<file path="config.mk">
export PLATFORM = sky130hd
export DESIGN_NAME = rom_to_ram_scaler
export DESIGN_NICKNAME = d
export VERILOG_FILES = /design/src/rtl/rom_to_ram_scaler.sv
export SDC_FILE = /design/constraint.sdc
export NUM_CORES = 1
export LEC_CHECK = 0
export ABC_CLOCK_PERIOD_IN_PS = 11600
export CORE_ASPECT_RATIO = 0.8
export CORE_UTILIZATION = 50
export DETAILED_ROUTE_END_ITERATION = 16
export GPL_ROUTABILITY_DRIVEN = 0
export PLACE_DENSITY_LB_ADDON = 0.12
export RECOVER_POWER = 50
export SLEW_MARGIN = 10
export SYNTH_ARGS = -nofsm -noshare
export SYNTH_HDL_FRONTEND = slang
export SYNTH_SLANG_ARGS = --single-unit
</file>
<file path="constraint.sdc">
create_clock -name clk -period 11.6 [get_ports clk]
set_input_delay 2.32 -clock clk [delete_from_list [all_inputs] [get_ports clk]]
set_output_delay 2.32 -clock clk [all_outputs]
set_load 0.005 [all_outputs]
</file>
<file path="src/rtl/rom_to_ram_scaler.sv">
// ROM-to-framebuffer copy engine with power-of-two rescaling.
// Walks the destination image in raster order, issues one ROM read per
// cycle and writes each finished destination pixel to the framebuffer.
// Modes: 00 upscale, 01 decimate, 10 copy, 11 box-average downscale.
//
// state   | meaning
// --------+-----------------------------------------------------------
// S_IDLE  | waiting for start
// S_RUN   | one ROM read per cycle, destination counters advancing
// S_DRAIN | last read issued, final write still in the ROM pipeline
// S_DONE  | one-cycle done pulse; a start here is accepted directly
module rom_to_ram_scaler #(
   parameter int SRC_W  = 160,
   parameter int SRC_H  = 120,
   parameter int FACTOR = 2,
   parameter int PIX_W  = 8,
   parameter int ADDR_W = 19
) (
   input  logic              clk,
   input  logic              reset,
   input  logic              start,
   input  logic [1:0]        mode,
   output logic [ADDR_W-1:0] rom_addr,
   input  logic [PIX_W-1:0]  rom_data,
   output logic [ADDR_W-1:0] ram_wraddr,
   output logic [PIX_W-1:0]  ram_data,
   output logic              ram_wren,
   output logic              busy,
   output logic              done,
   output logic [9:0]        dst_w,
   output logic [9:0]        dst_h
);

   localparam int L     = $clog2(FACTOR);
   localparam int ACC_W = PIX_W + 2*L;

   localparam logic [1:0] M_UP   = 2'b00;
   localparam logic [1:0] M_DEC  = 2'b01;
   localparam logic [1:0] M_COPY = 2'b10;
   localparam logic [1:0] M_AVG  = 2'b11;

   localparam logic [ADDR_W-1:0] W_UP = ADDR_W'(SRC_W*FACTOR);
   localparam logic [ADDR_W-1:0] H_UP = ADDR_W'(SRC_H*FACTOR);
   localparam logic [ADDR_W-1:0] W_DN = ADDR_W'(SRC_W/FACTOR);
   localparam logic [ADDR_W-1:0] H_DN = ADDR_W'(SRC_H/FACTOR);
   localparam logic [ADDR_W-1:0] W_CP = ADDR_W'(SRC_W);
   localparam logic [ADDR_W-1:0] H_CP = ADDR_W'(SRC_H);

   typedef enum logic [1:0] {S_IDLE, S_RUN, S_DRAIN, S_DONE} state_t;

   state_t            r_state, w_next;
   logic [1:0]        r_mode;
   logic [ADDR_W-1:0] r_dx, r_dy, r_didx, r_wraddr;
   logic [L-1:0]      r_i, r_j;
   logic              r_rd_v, r_rd_first, r_rd_last;
   logic [ACC_W-1:0]  r_acc;
   logic [PIX_W-1:0]  r_data_last;

   logic              w_start_ok, w_avg, w_win_first, w_win_last;
   logic              w_last_dx, w_last_rd;
   logic [ADDR_W-1:0] w_dw, w_dh, w_sx, w_sy;
   logic [ACC_W-1:0]  w_sum;
   logic [PIX_W-1:0]  w_wdata;

   assign w_start_ok  = start && (r_state == S_IDLE || r_state == S_DONE);
   assign w_avg       = (r_mode == M_AVG);
   // Non-average modes treat every read as a complete one-sample window.
   assign w_win_first = !w_avg || (r_i == '0 && r_j == '0);
   assign w_win_last  = !w_avg || (&r_i && &r_j);
   assign w_last_dx   = (r_dx == w_dw - 1'b1);
   assign w_last_rd   = w_win_last && w_last_dx && (r_dy == w_dh - 1'b1);

   // Destination size and source coordinate for the current read.
   always_comb begin
      w_dw = W_CP;
      w_dh = H_CP;
      w_sx = r_dx;
      w_sy = r_dy;
      case (r_mode)
         M_UP: begin
            w_dw = W_UP;
            w_dh = H_UP;
            w_sx = r_dx >> L;
            w_sy = r_dy >> L;
         end
         M_DEC: begin
            w_dw = W_DN;
            w_dh = H_DN;
            w_sx = r_dx << L;
            w_sy = r_dy << L;
         end
         M_COPY: begin
            w_dw = W_CP;
            w_dh = H_CP;
         end
         default: begin
            w_dw = W_DN;
            w_dh = H_DN;
            w_sx = (r_dx << L) + ADDR_W'(r_j);
            w_sy = (r_dy << L) + ADDR_W'(r_i);
         end
      endcase
   end

   assign rom_addr = w_sy * ADDR_W'(SRC_W) + w_sx;
   assign dst_w    = w_dw[9:0];
   assign dst_h    = w_dh[9:0];

   // The ROM output register is the single pipeline stage, so write data is
   // formed from rom_data in the cycle it arrives and held once the strobe drops.
   assign w_sum      = r_rd_first ? ACC_W'(rom_data) : r_acc + ACC_W'(rom_data);
   assign w_wdata    = w_avg ? PIX_W'(w_sum >> (2*L)) : rom_data;
   assign ram_wren   = r_rd_v && r_rd_last;
   assign ram_data   = ram_wren ? w_wdata : r_data_last;
   assign ram_wraddr = r_wraddr;
   assign busy       = (r_state == S_RUN) || (r_state == S_DRAIN);
   assign done       = (r_state == S_DONE);

   // State register.
   always_ff @(posedge clk or negedge reset) begin
      if (!reset) r_state <= S_IDLE;
      else        r_state <= w_next;
   end

   // Next-state decode.
   always_comb begin
      w_next = r_state;
      case (r_state)
         S_IDLE:  if (start) w_next = S_RUN;
         S_RUN:   if (w_last_rd) w_next = S_DRAIN;
         S_DRAIN: if (ram_wren) w_next = S_DONE;
         default: w_next = start ? S_RUN : S_IDLE;
      endcase
   end

   // Mode latch and destination / window counters.
   always_ff @(posedge clk or negedge reset) begin
      if (!reset) begin
         r_mode <= M_COPY;
         r_dx   <= '0;
         r_dy   <= '0;
         r_didx <= '0;
         r_i    <= '0;
         r_j    <= '0;
      end else if (w_start_ok) begin
         r_mode <= mode;
         r_dx   <= '0;
         r_dy   <= '0;
         r_didx <= '0;
         r_i    <= '0;
         r_j    <= '0;
      end else if (r_state == S_RUN) begin
         if (!w_win_last) begin
            if (&r_j) begin
               r_j <= '0;
               r_i <= r_i + 1'b1;
            end else begin
               r_j <= r_j + 1'b1;
            end
         end else begin
            r_i    <= '0;
            r_j    <= '0;
            r_didx <= r_didx + 1'b1;
            if (w_last_dx) begin
               r_dx <= '0;
               r_dy <= r_dy + 1'b1;
            end else begin
               r_dx <= r_dx + 1'b1;
            end
         end
      end
   end

   // Read tags travel alongside the ROM latency to frame the write.
   always_ff @(posedge clk or negedge reset) begin
      if (!reset) begin
         r_rd_v     <= 1'b0;
         r_rd_first <= 1'b0;
         r_rd_last  <= 1'b0;
         r_wraddr   <= '0;
      end else begin
         r_rd_v     <= (r_state == S_RUN);
         r_rd_first <= w_win_first;
         r_rd_last  <= w_win_last;
         if (r_state == S_RUN && w_win_last) r_wraddr <= r_didx;
      end
   end

   // Window accumulator and held copy of the last written pixel.
   always_ff @(posedge clk or negedge reset) begin
      if (!reset) begin
         r_acc       <= '0;
         r_data_last <= '0;
      end else begin
         if (r_rd_v)   r_acc       <= w_sum;
         if (ram_wren) r_data_last <= w_wdata;
      end
   end

endmodule
</file>
==> results of run 1 <==
==> report_power, final <==
group	total, W	internal, W	switching (W)
Sequential	0.000482	0.000406	0.0000765
Combinational	0.000297	0.000162	0.000136
Clock	0.000280	0.000150	0.000130
==> logic make-up after synthesis <==
group	synth area share, %
and+or+nand+nor	21.6
buffers and inverters	6.27
xor gates and xnor gates	7.89
DFF	35.2
muxes	5.28
adders and majority gates	9.70
other	0.103
AOI/OAI and AO/OA	13.9
==> per-layer routing <==
layer / vias up / track usage [%]
met5: - / 0
met3: 19 / 5.44
li1: 2979 / -
met1: 2936 / 33.2
met2: 128 / 36.8
met4: 0 / 5.42
==> layout by cell type (no fill, tap or decap), types with 5 or more instances in the layout <==
master           count
and3_1              17
nor3_1              12
clkbuf_16            9
nand4_1             16
inv_1               24
a21o_1               8
conb_1              11
xnor2_1             30
nor2_1              73
nand3_1             23
ha_1                52
xor2_1              36
clkdlybuf4s50_1     68
nor2b_1             11
a31oi_1              5
nand2_1            148
a21oi_1             41
mux2i_1             33
dfrtp_1            101
o21ai_0             73
==> layout make-up <==
class	count	area share, %
multi-input combinational	672	52.7
sequential	103	31.5
timing repair buffer	72	8.61
clock buffer	12	3.01
tap	184	2.81
inverter	24	1.10
clock inverter	3	0.244
==> worst max-delay path: stages (launching register included) <==
cell             delay [ps]
dfstp_1                1660
nor2_1                  410
inv_1                   200
o21ai_0                 150
ha_1                    220
ha_1                    210
fa_1                    440
ha_1                    360
and3_1                  210
a221oi_2                380
o21ai_0                 190
a2111oi_0               550
o41ai_1                 200
xnor2_1                 210
xor2_1                  170
clkdlybuf4s50_1         510
==> sequential cells by signal (all words and copies together), names as in the netlist, 2 cells and up <==
| signal | cells |
|---|---|
| r_acc | 10 |
| r_data_last | 8 |
| r_didx | 19 |
| r_dx | 19 |
| r_dy | 19 |
| r_mode | 2 |
| r_state | 2 |
| ram_wraddr | 19 |
==> path summary, 6_finish.rpt <==
check	endpoint	cells after the start	slack [ps]
max reg2reg	r_dx[0]	5	5710
max in group asynchronous	ram_wraddr[2]	2	4750
min	ram_wraddr[14]	2	470
min in group asynchronous	r_dx[10]	1	2370
min reg2reg	ram_wraddr[14]	2	470
max	rom_addr[18]	15	2840
==> stage by stage <==
| step | instances | worst slack (ps) |
|---|---|---|
| floorplan | 857 | 4720 |
| global placement | 1055 | 3890 |
| detailed placement | 1055 | 3870 |
| CTS | 1070 | 3450 |
| global route | 1070 | 2360 |
| finish | 1070 | 2840 |
==> key figures, run 1 <==
Placement
  • IO Port Bufs: 70
  • Detailed placement HPWL: 12300 um
  • Placed inst area: between 7000 and 8000 sq um

Timing
  • Slew Limit Fails: between 150 and 200
  • Layout Skew: 7.83 ps
  • Final Hold Fails: 0
  • Min Hold Slack: between 400 and 500 ps
  • RSZ-0062 raised after global routing: no
  • Final setup fails: 0
  • Worst-margin pin slew: just under 4000 ps
  • Crit share post-route: between 70% and 80%
  • Period minus WS final: 8760 ps
  • Highest clock rate: 0.114 GHz
  • Rel. slew slack: -164%
  • Setup TNS: 0 ps

Clocking
  • Number of H-tree levels: 3
  • Number of gates resized after cts: 0
  • Setup bufs post-CTS: 0
  • Latest clock arrival within the worst-skew pair: between 300 and 400 ps
  • CTS clk-pin slew, worst paths: about 70 ps
  • CTS root buf: clkbuf_16
  • Max clock buf depth: 2
  • Total CTS buffers: 9
  • Hold Buf Count CTS: 0
  • Clk sink count: about 100
  • CTS tree: yes

Layout
  • Share of layout cells above drive strength 1: 4.18%
  • Multi-input gate area: around 4300 sq um
  • Utilization after layout: ~57%
  • Post-layout nets: 950
  • Layout area overhead: 11.9%
  • Area occupied by registers: approximately 2600 sq um
  • Inserted Diodes: 0
  • Cell area after layout: between 8000 and 9000 sq um
  • Fill cells: around 1300

Synthesis
  • Post-Syn Area: 7320 sq um
  • EDFF count, synth: 0
  • Count leader, synth: nand2_1
  • Largest cells by area after synthesis: dfrtp_1, ha_1, nand2_1, o21ai_0, mux2i_1
  • Mapped Cells: 848
  • Seq cells post-synth: between 100 and 150
  • Yosys warning total: 0
  • Average size of a mapped cell: roughly 8.6 sq um
  • Synth unique cells: 67
  • Synth Flop Type: dfrtp_1
  • Fraction of the yosys area taken by sequential cells: between 30% and 40%
  • Largest area contributor in the netlist: dfrtp_1
  • Synth top area share: a little over a third
  • Most frequent cells after synthesis: nand2_1, dfrtp_1, nor2_1
  • Ys async rst share: 100%

Detailed routing
  • Initial DRC count: 364
  • Final ANT Viol Nets: 0
  • WL/cell: approximately 16 um
  • Total wire length: 16900 um
  • Met3 WL: about 720 um
  • Via count: between 6000 and 7000
  • Vias per cell: between 5 and 6
  • Met2 WL post-DR: around 7700 um
  • Max layer used: met4
  • DRT Pass-1 Iters: 5
  • Met1 WL: a little over 8000 um
  • Drt drc: 0

Worst setup path
  • CP Max Fanout: 37
  • WP data required: roughly 9300 ps
  • Critical Path AT: about 6400 ps
  • Critical path startpoint category: flip-flop
  • CP Class: reg2out
  • CP endpoint kind: output port
  • R2R Path Start: r_mode[1]
  • Worst Setup SP: r_mode[1]

Power
  • VDD IR max: around 0.094 mV
  • Power per Cell Area: around 130 nW/um^2
  • Lkg Pwr: 3.75 nW
  • PnR Total Power: between 0.001 and 0.0015 W

Floorplan
  • Starting density of the core: between 50% and 60%
  • Die ar.: about 15000 sq um
  • Die height: approximately 110 um
  • Core area: approximately 14000 sq um
  • Total I/O pin count: a little over 80
  • Chip width: about 140 um
  • FP Rows: 39

GRT
  • Overall Global Routing Usage: around a quarter
  • Initial antenna violation count: 0
  • Largest net degree at the start of global routing: 76
  • Vias in the first global route: about 5600
  • Gr ovfl total: 0
  • First-pass GRT wire length: 27700 um

Hold path
  • Min-delay src: ram_wraddr[14]
  • Hold crit path type: reg2reg

Run
  • Max_cap viols: 4

Status
  • Status: finished, violations left
  • Failing checks: max-capacitance violations, max-slew violations
No activity file was read; power rests on OpenSTA's default activity.
==> run 2: changes to the inputs <==
- ABC_CLOCK_PERIOD_IN_PS: 11600 -> 8900
- clock period: 11.6 -> 8.9 ns (I/O delays scaled with it)
==> run 2 against run 1 <==
- total power increased by 33%
- wire length decreased by 1.7%
- clock power increased by 45%
- clock-buffer cell count decreased by 2
- utilization increased by 0.25 points
- sequential cell count unchanged
- design area increased by 0.44%
- highest routed layer unchanged
- register-to-register slack got worse by 1900 ps
- final cell count about the same
- the run still ends with max-capacitance violations, max-slew violations left
- sequential power increased by 29%
- critical path type unchanged
- clock skew about the same
- combinational power increased by 28%
==> key figures, run 2 (same netlist as run 1, synthesis figures left out) <==
Worst setup path
  • CP endpoint kind: output port (unchanged)
  • Critical Path AT: 5970 ps (was 6440 ps)
  • WP data required: 7120 ps (was 9280 ps)
  • Worst R2R Path Depth: 5 (unchanged)
  • CP Class: reg2out (unchanged)
  • Critical path startpoint category: flip-flop (unchanged)
  • CP Max Fanout: 37 (unchanged)

Clocking
  • Number of gates resized after cts: 0 (unchanged)
  • CTS clk-pin slew, worst paths: 70 ps (about the same)
  • Latest clock arrival within the worst-skew pair: 350 ps (was 360 ps)
  • Setup bufs post-CTS: 0 (unchanged)
  • Clk sink count: 103 (unchanged)
  • Total CTS buffers: 9 (unchanged)
  • CTS tree: yes (unchanged)
  • CTS root buf: clkbuf_16 (unchanged)
  • Hold Buf Count CTS: 0 (unchanged)
  • Number of H-tree levels: 3 (unchanged)
  • Max clock buf depth: 2 (unchanged)

Placement
  • Placed cell count: 1055 (unchanged)
  • IO Port Bufs: 70 (unchanged)
  • Detailed placement HPWL: 12300 um (about the same)

Detailed routing
  • Total wire length: 16600 um (was 16900 um)
  • DRT Pass-1 Iters: 7 (was 5)
  • Max layer used: met4 (unchanged)
  • Drt drc: 0 (unchanged)
  • Final ANT Viol Nets: 0 (unchanged)
  • Met3 WL: 846 um (was 716 um)
  • Initial DRC count: 337 (was 364)
  • Via count: 6047 (was 6062)
  • Vias per cell: 5.65 (was 5.67)
  • Met1 WL: 8000 um (was 8320 um)
  • WL/cell: 15.5 um (was 15.8 um)
  • Met2 WL post-DR: 7590 um (was 7670 um)

Timing
  • Rel. slew slack: -170% (was -164%)
  • Setup TNS: 0 ps (unchanged)
  • Final Hold Fails: 0 (unchanged)
  • Final setup fails: 0 (unchanged)
  • Min Hold Slack: 469 ps (was 472 ps)
  • Highest clock rate: around 0.13 GHz
  • Slew Limit Fails: 176 (was 168)
  • Period minus WS final: 7750 ps
  • RSZ-0062 raised after global routing: no (unchanged)
  • Layout Skew: 8.10 ps (was 7.83 ps)
  • Crit share post-route: roughly 87%
  • Worst-margin pin slew: 4060 ps (was 3960 ps)

Power
  • Gate power share: 27.0% (was 28.0%)
  • PnR Total Power: 0.00141 W (was 0.00106 W)
  • Lkg Pwr: 3.80 nW (was 3.75 nW)
  • Clock share of power: 28.9% (was 26.5%)
  • VDD IR max: 0.161 mV (was 0.0939 mV)
  • Sw Share: 31.9% (was 32.3%)
  • Cell-internal power: 0.000960 W (was 0.000717 W)
  • Power per Cell Area: 171 nW/um^2 (was 129 nW/um^2)
  • Reg power frac: 44.1% (was 45.5%)
  • NetSw: 0.000450 W (was 0.000343 W)

Layout
  • Fill cells: 1257 (was 1275)
  • Inserted Diodes: 0 (unchanged)
  • Utilization after layout: 57.6% (was 57.3%)
  • Most common cell after layout, fill and taps aside: nand2_1 (unchanged)
  • Commonest non-fill, non-tap cells in the layout: nand2_1, dfrtp_1, o21ai_0, nor2_1, ha_1 (was nand2_1, dfrtp_1, o21ai_0, nor2_1, clkdlybuf4s50_1)
  • Share of layout cells above drive strength 1: 4.40% (was 4.18%)
  • Final cell count without fillers: 1071 (was 1070)
  • Post-layout nets: 950 (unchanged)
  • Layout area overhead: 12.4% (was 11.9%)

Hold path
  • Hold path depth: 2 (unchanged)
  • Hold crit path type: reg2reg (unchanged)

Floorplan
  • Die height: 110 um (unchanged)
  • Starting density of the core: 51.2% (unchanged)
  • Total I/O pin count: 82 (unchanged)
  • Die ar.: 15100 sq um (unchanged)
  • FP Rows: 39 (unchanged)
  • Core area: 14300 sq um (unchanged)
  • Chip width: 137 um (unchanged)

GRT
  • Gr ovfl total: 0 (unchanged)
  • Vias in the first global route: 5512 (was 5554)
  • Overall Global Routing Usage: 23.0% (was 23.6%)
  • Initial antenna violation count: 0 (unchanged)
  • Largest net degree at the start of global routing: 79 (was 76)
  • First-pass GRT wire length: 27000 um (was 27700 um)

Run
  • Max_cap viols: 4 (unchanged)

Status
  • Failing checks: max-capacitance violations, max-slew violations (unchanged)
  • Status: finished, violations left (unchanged)
-- run 2: power by group through the flow --
stage | clock network, W | logic (W) | registers (W)
detailed placement | 0 | 0.000389 | 0.000630
floorplan | 0 | 0.000249 | 0.000591
global route | 0.000437 | 0.000429 | 0.000633
global placement | 0 | 0.000377 | 0.000626
finish | 0.000407 | 0.000380 | 0.000622
CTS | 0.000418 | 0.000391 | 0.000621
-- run 2: layout make-up --
cell class	instances	area (sq um)	area share [%]
Multi-Input combinational cell	672	4320	52.5
Sequential cell	103	2580	31.3
Timing Repair Buffer	72	702	8.53
Clock buffer	10	239	2.90
Tap cell	184	230	2.80
Inverter	24	90.1	1.09
Clock inverter	6	70.1	0.851
-- run 2: path summary, 6_finish.rpt --
| kind | startpoint | to | slack [ps] |
|---|---|---|---|
| worst max-delay path | r_mode[1] | rom_addr[18] | 1150 |
| worst min-delay path | ram_wraddr[14] | ram_wraddr[14] | 470 |
| max in group asynchronous | reset | r_dy[12] | 2560 |
| worst min register to register | ram_wraddr[14] | ram_wraddr[14] | 470 |
| worst max register to register | r_mode[1] | r_dx[6] | 3850 |
| min in group asynchronous | reset | r_dx[15] | 1790 |
-- run 2: per-stage QoR --
stage,cell area (sq um),setup WS [ps]
finish,8230,1150
global route,8230,717
CTS,8250,1190
detailed placement,7940,1590
global placement,7940,1710
floorplan,7360,2560
-- run 2: layer usage --
metal	vias up	GRT usage, %
li1	2986	-
met1	2912	31.9
met2	132	36.3
met3	17	4.85
met4	0	6.59
met5	-	0
-- run 2: critical path: stages (launching register included) --
cell	delay (ps)
dfstp_2	1140
mux2i_1	250
o21ai_0	140
ha_1	400
ha_1	300
a21o_1	170
a21oi_1	200
o21bai_1	110
a2111oi_0	590
nor2_1	140
xnor2_1	160
ha_1	230
a2111oi_0	610
o41ai_1	230
xnor2_1	220
xor2_1	180
clkdlybuf4s50_1	520
==> run 3: changes to the inputs <==
- SLEW_MARGIN: 10 -> 20
==> run 3 against run 2 <==
- the run still ends with max-capacitance violations, max-slew violations left
- worst setup slack worse by 1.0 ps
- combinational power about the same
- die area unchanged
- register-to-register slack worse by 40 ps
- critical endpoint unchanged
==> key figures, run 3 (same netlist as run 1, synthesis figures left out) <==
Power
  • Lkg Pwr: 3.80 nW (about the same)
  • Sw Share: 31.9% (about the same)
  • Gate power share: 27.0% (about the same)
  • Power per Cell Area: 171 nW/um^2 (about the same)
  • Clock share of power: 28.9% (about the same)
  • PnR Total Power: 0.00141 W (about the same)
  • NetSw: 0.000450 W (about the same)
  • VDD IR max: 0.161 mV (about the same)
  • Cell-internal power: 0.000960 W (about the same)
  • Reg power frac: 44.1% (about the same)

Floorplan
  • Die height: 110 um (unchanged)
  • Starting density of the core: 51.2% (unchanged)
  • Chip width: 137 um (unchanged)
  • Core area: 14300 sq um (unchanged)
  • FP Rows: 39 (unchanged)
  • Die ar.: 15100 sq um (unchanged)
  • Total I/O pin count: 82 (unchanged)

Hold path
  • Hold Path End: ram_wraddr[14] (unchanged)
  • Hold path depth: 2 (unchanged)
  • Min-delay src: ram_wraddr[14] (unchanged)
  • Hold crit path type: reg2reg (unchanged)

Worst setup path
  • Critical path startpoint category: flip-flop (unchanged)
  • Max incr delay on CP: 1140 ps (about the same)
  • Critical path buffers and inverters: 1 (unchanged)
  • Largest delay share family, worst path: compound AO/OA/AOI/OAI gates (unchanged)
  • R2R Path Start: r_mode[1] (unchanged)
  • CP Max Fanout: 37 (unchanged)
  • CP cell instances: mux2i_1 -> o21ai_0 -> ha_1 -> ha_1 -> a21o_1 -> a21oi_1 -> o21bai_1 -> a2111oi_0 -> nor2_1 -> xnor2_1 -> ha_1 -> a2111oi_0 -> o41ai_1 -> xnor2_1 -> xor2_1 -> clkdlybuf4s50_1 (unchanged)
  • Slowest CP cell: dfstp_2 (unchanged)
  • CP Class: reg2out (unchanged)
  • Worst R2R Path Depth: 5 (unchanged)
  • Reg2reg end: r_dx[6] (unchanged)
  • Cell mode on critical path: ha_1 (unchanged)
  • WP data required: 7120 ps (about the same)
  • CP endpoint kind: output port (unchanged)
  • R2r setup slk: 3810 ps (was 3850 ps)
  • Cell count along the critical path: 16 (unchanged)
  • Critical Path AT: 5970 ps (about the same)

Clocking
  • CTS tree: yes (unchanged)
  • Setup bufs post-CTS: 0 (unchanged)
  • Hold Buf Count CTS: 0 (unchanged)
  • Total CTS buffers: 9 (unchanged)
  • Number of H-tree levels: 3 (unchanged)
  • Max clock buf depth: 2 (unchanged)
  • Clk sink count: 103 (unchanged)
  • Latest clock arrival within the worst-skew pair: 350 ps (about the same)
  • CTS clk-pin slew, worst paths: 70 ps (about the same)
  • CTS root buf: clkbuf_16 (unchanged)
  • Number of gates resized after cts: 0 (unchanged)

Layout
  • Share of layout cells above drive strength 1: 4.51% (was 4.40%)
  • Commonest non-fill, non-tap cells in the layout: nand2_1, dfrtp_1, o21ai_0 (was nand2_1, dfrtp_1, o21ai_0, nor2_1, ha_1)
  • Most common cell after layout, fill and taps aside: nand2_1 (unchanged)
  • Utilization after layout: 57.6% (about the same)
  • Area occupied by registers: 2580 sq um (unchanged)
  • Post-layout nets: 950 (unchanged)
  • Fill cells: 1257 (unchanged)
  • Layout area overhead: 12.4% (about the same)
  • Final cell count without fillers: 1071 (unchanged)
  • Multi-input gate area: 4320 sq um (about the same)
  • Inserted Diodes: 0 (unchanged)

Timing
  • RSZ-0062 raised after global routing: no (unchanged)
  • Rel. slew slack: -169% (was -170%)
  • Highest clock rate: 0.129 GHz (about the same)
  • Setup TNS: 0 ps (unchanged)
  • Layout Skew: 8.43 ps (was 8.10 ps)
  • Worst-margin pin slew: 4040 ps (was 4060 ps)
  • Final Hold Fails: 0 (unchanged)
  • Min Hold Slack: 469 ps (about the same)
  • Final setup fails: 0 (unchanged)
  • Period minus WS final: 7750 ps (about the same)
  • Slew Limit Fails: 176 (unchanged)
  • Crit share post-route: 87.1% (about the same)

GRT
  • Vias in the first global route: 5512 (unchanged)
  • Initial antenna violation count: 0 (unchanged)
  • First-pass GRT wire length: 27000 um (unchanged)
  • Gr ovfl total: 0 (unchanged)
  • Overall Global Routing Usage: 23.0% (unchanged)
  • Largest net degree at the start of global routing: 79 (unchanged)

Placement
  • IO Port Bufs: 70 (unchanged)
  • Placed cell count: 1055 (unchanged)
  • Detailed placement HPWL: 12300 um (unchanged)

Status
  • Status: finished, violations left (unchanged)
  • Failing checks: max-capacitance violations, max-slew violations (unchanged)

Detailed routing
  • Final ANT Viol Nets: 0 (unchanged)
  • Initial DRC count: 340 (was 337)
  • WL/cell: 15.5 um (about the same)
  • DRT Pass-1 Iters: 8 (was 7)
  • Drt drc: 0 (unchanged)
  • Total wire length: 16600 um (about the same)
  • Vias per cell: 5.64 (was 5.65)
  • Via count: 6037 (was 6047)

Run
  • Max_cap viols: 4 (unchanged)
==> run 3: cell counts in the layout (fill, tap and decap cells not counted) <==
Identical to the previous run, type by type.
==> run 3: worst max-delay path by stage <==
stage / endpoint / slack, ps / from
4_1_cts: rom_addr[18] / 1190 / r_mode[1]
2_1_floorplan: rom_addr[18] / 2560 / r_mode[1]
3_5_place_dp: rom_addr[18] / 1590 / r_mode[1]
3_3_place_gp: rom_addr[18] / 1710 / r_mode[1]
5_1_grt: rom_addr[18] / 720 / r_mode[1]
6_report: rom_addr[18] / 1150 / r_mode[1]
==> run 3: power groups by stage <==
stage          Combinational (W)  Clock [W]  Sequential (W)
2_1_floorplan           0.000249          0        0.000591
3_3_place_gp            0.000377          0        0.000626
3_5_place_dp            0.000389          0        0.000630
4_1_cts                 0.000391   0.000418        0.000621
5_1_grt                 0.000429   0.000437        0.000633
6_report                0.000380   0.000408        0.000622
==> run 3: tightest hold or removal path: cells and delay by family, from the launching register on <==
family           cells  cell delay [ps]
DFF                  1              340
and+or+nand+nor      2              100
==> run 3: routing by layer <==
metal  share of wire, %  GRT usage, %
met1                 48          31.9
met2                 45          36.3
met3                5.0          4.85
met4                1.5          6.59
met5                  0             0
==> run 3: metrics by stage <==
stage | setup slack (ps) | cell area (sq um)
CTS | 1190 | 8250
global placement | 1710 | 7940
finish | 1150 | 8230
detailed placement | 1590 | 7940
floorplan | 2560 | 7360
global route | 717 | 8230
==> run 3: layout make-up <==
type                    count  share of cell area (%)
well taps                 184                    2.80
inverters                  24                    1.09
flip-flops and latches    103                    31.3
clock inverters             6                   0.851
multi-input cells         672                    52.5
repair buffers             72                    8.53
clock buffers              10                    2.90
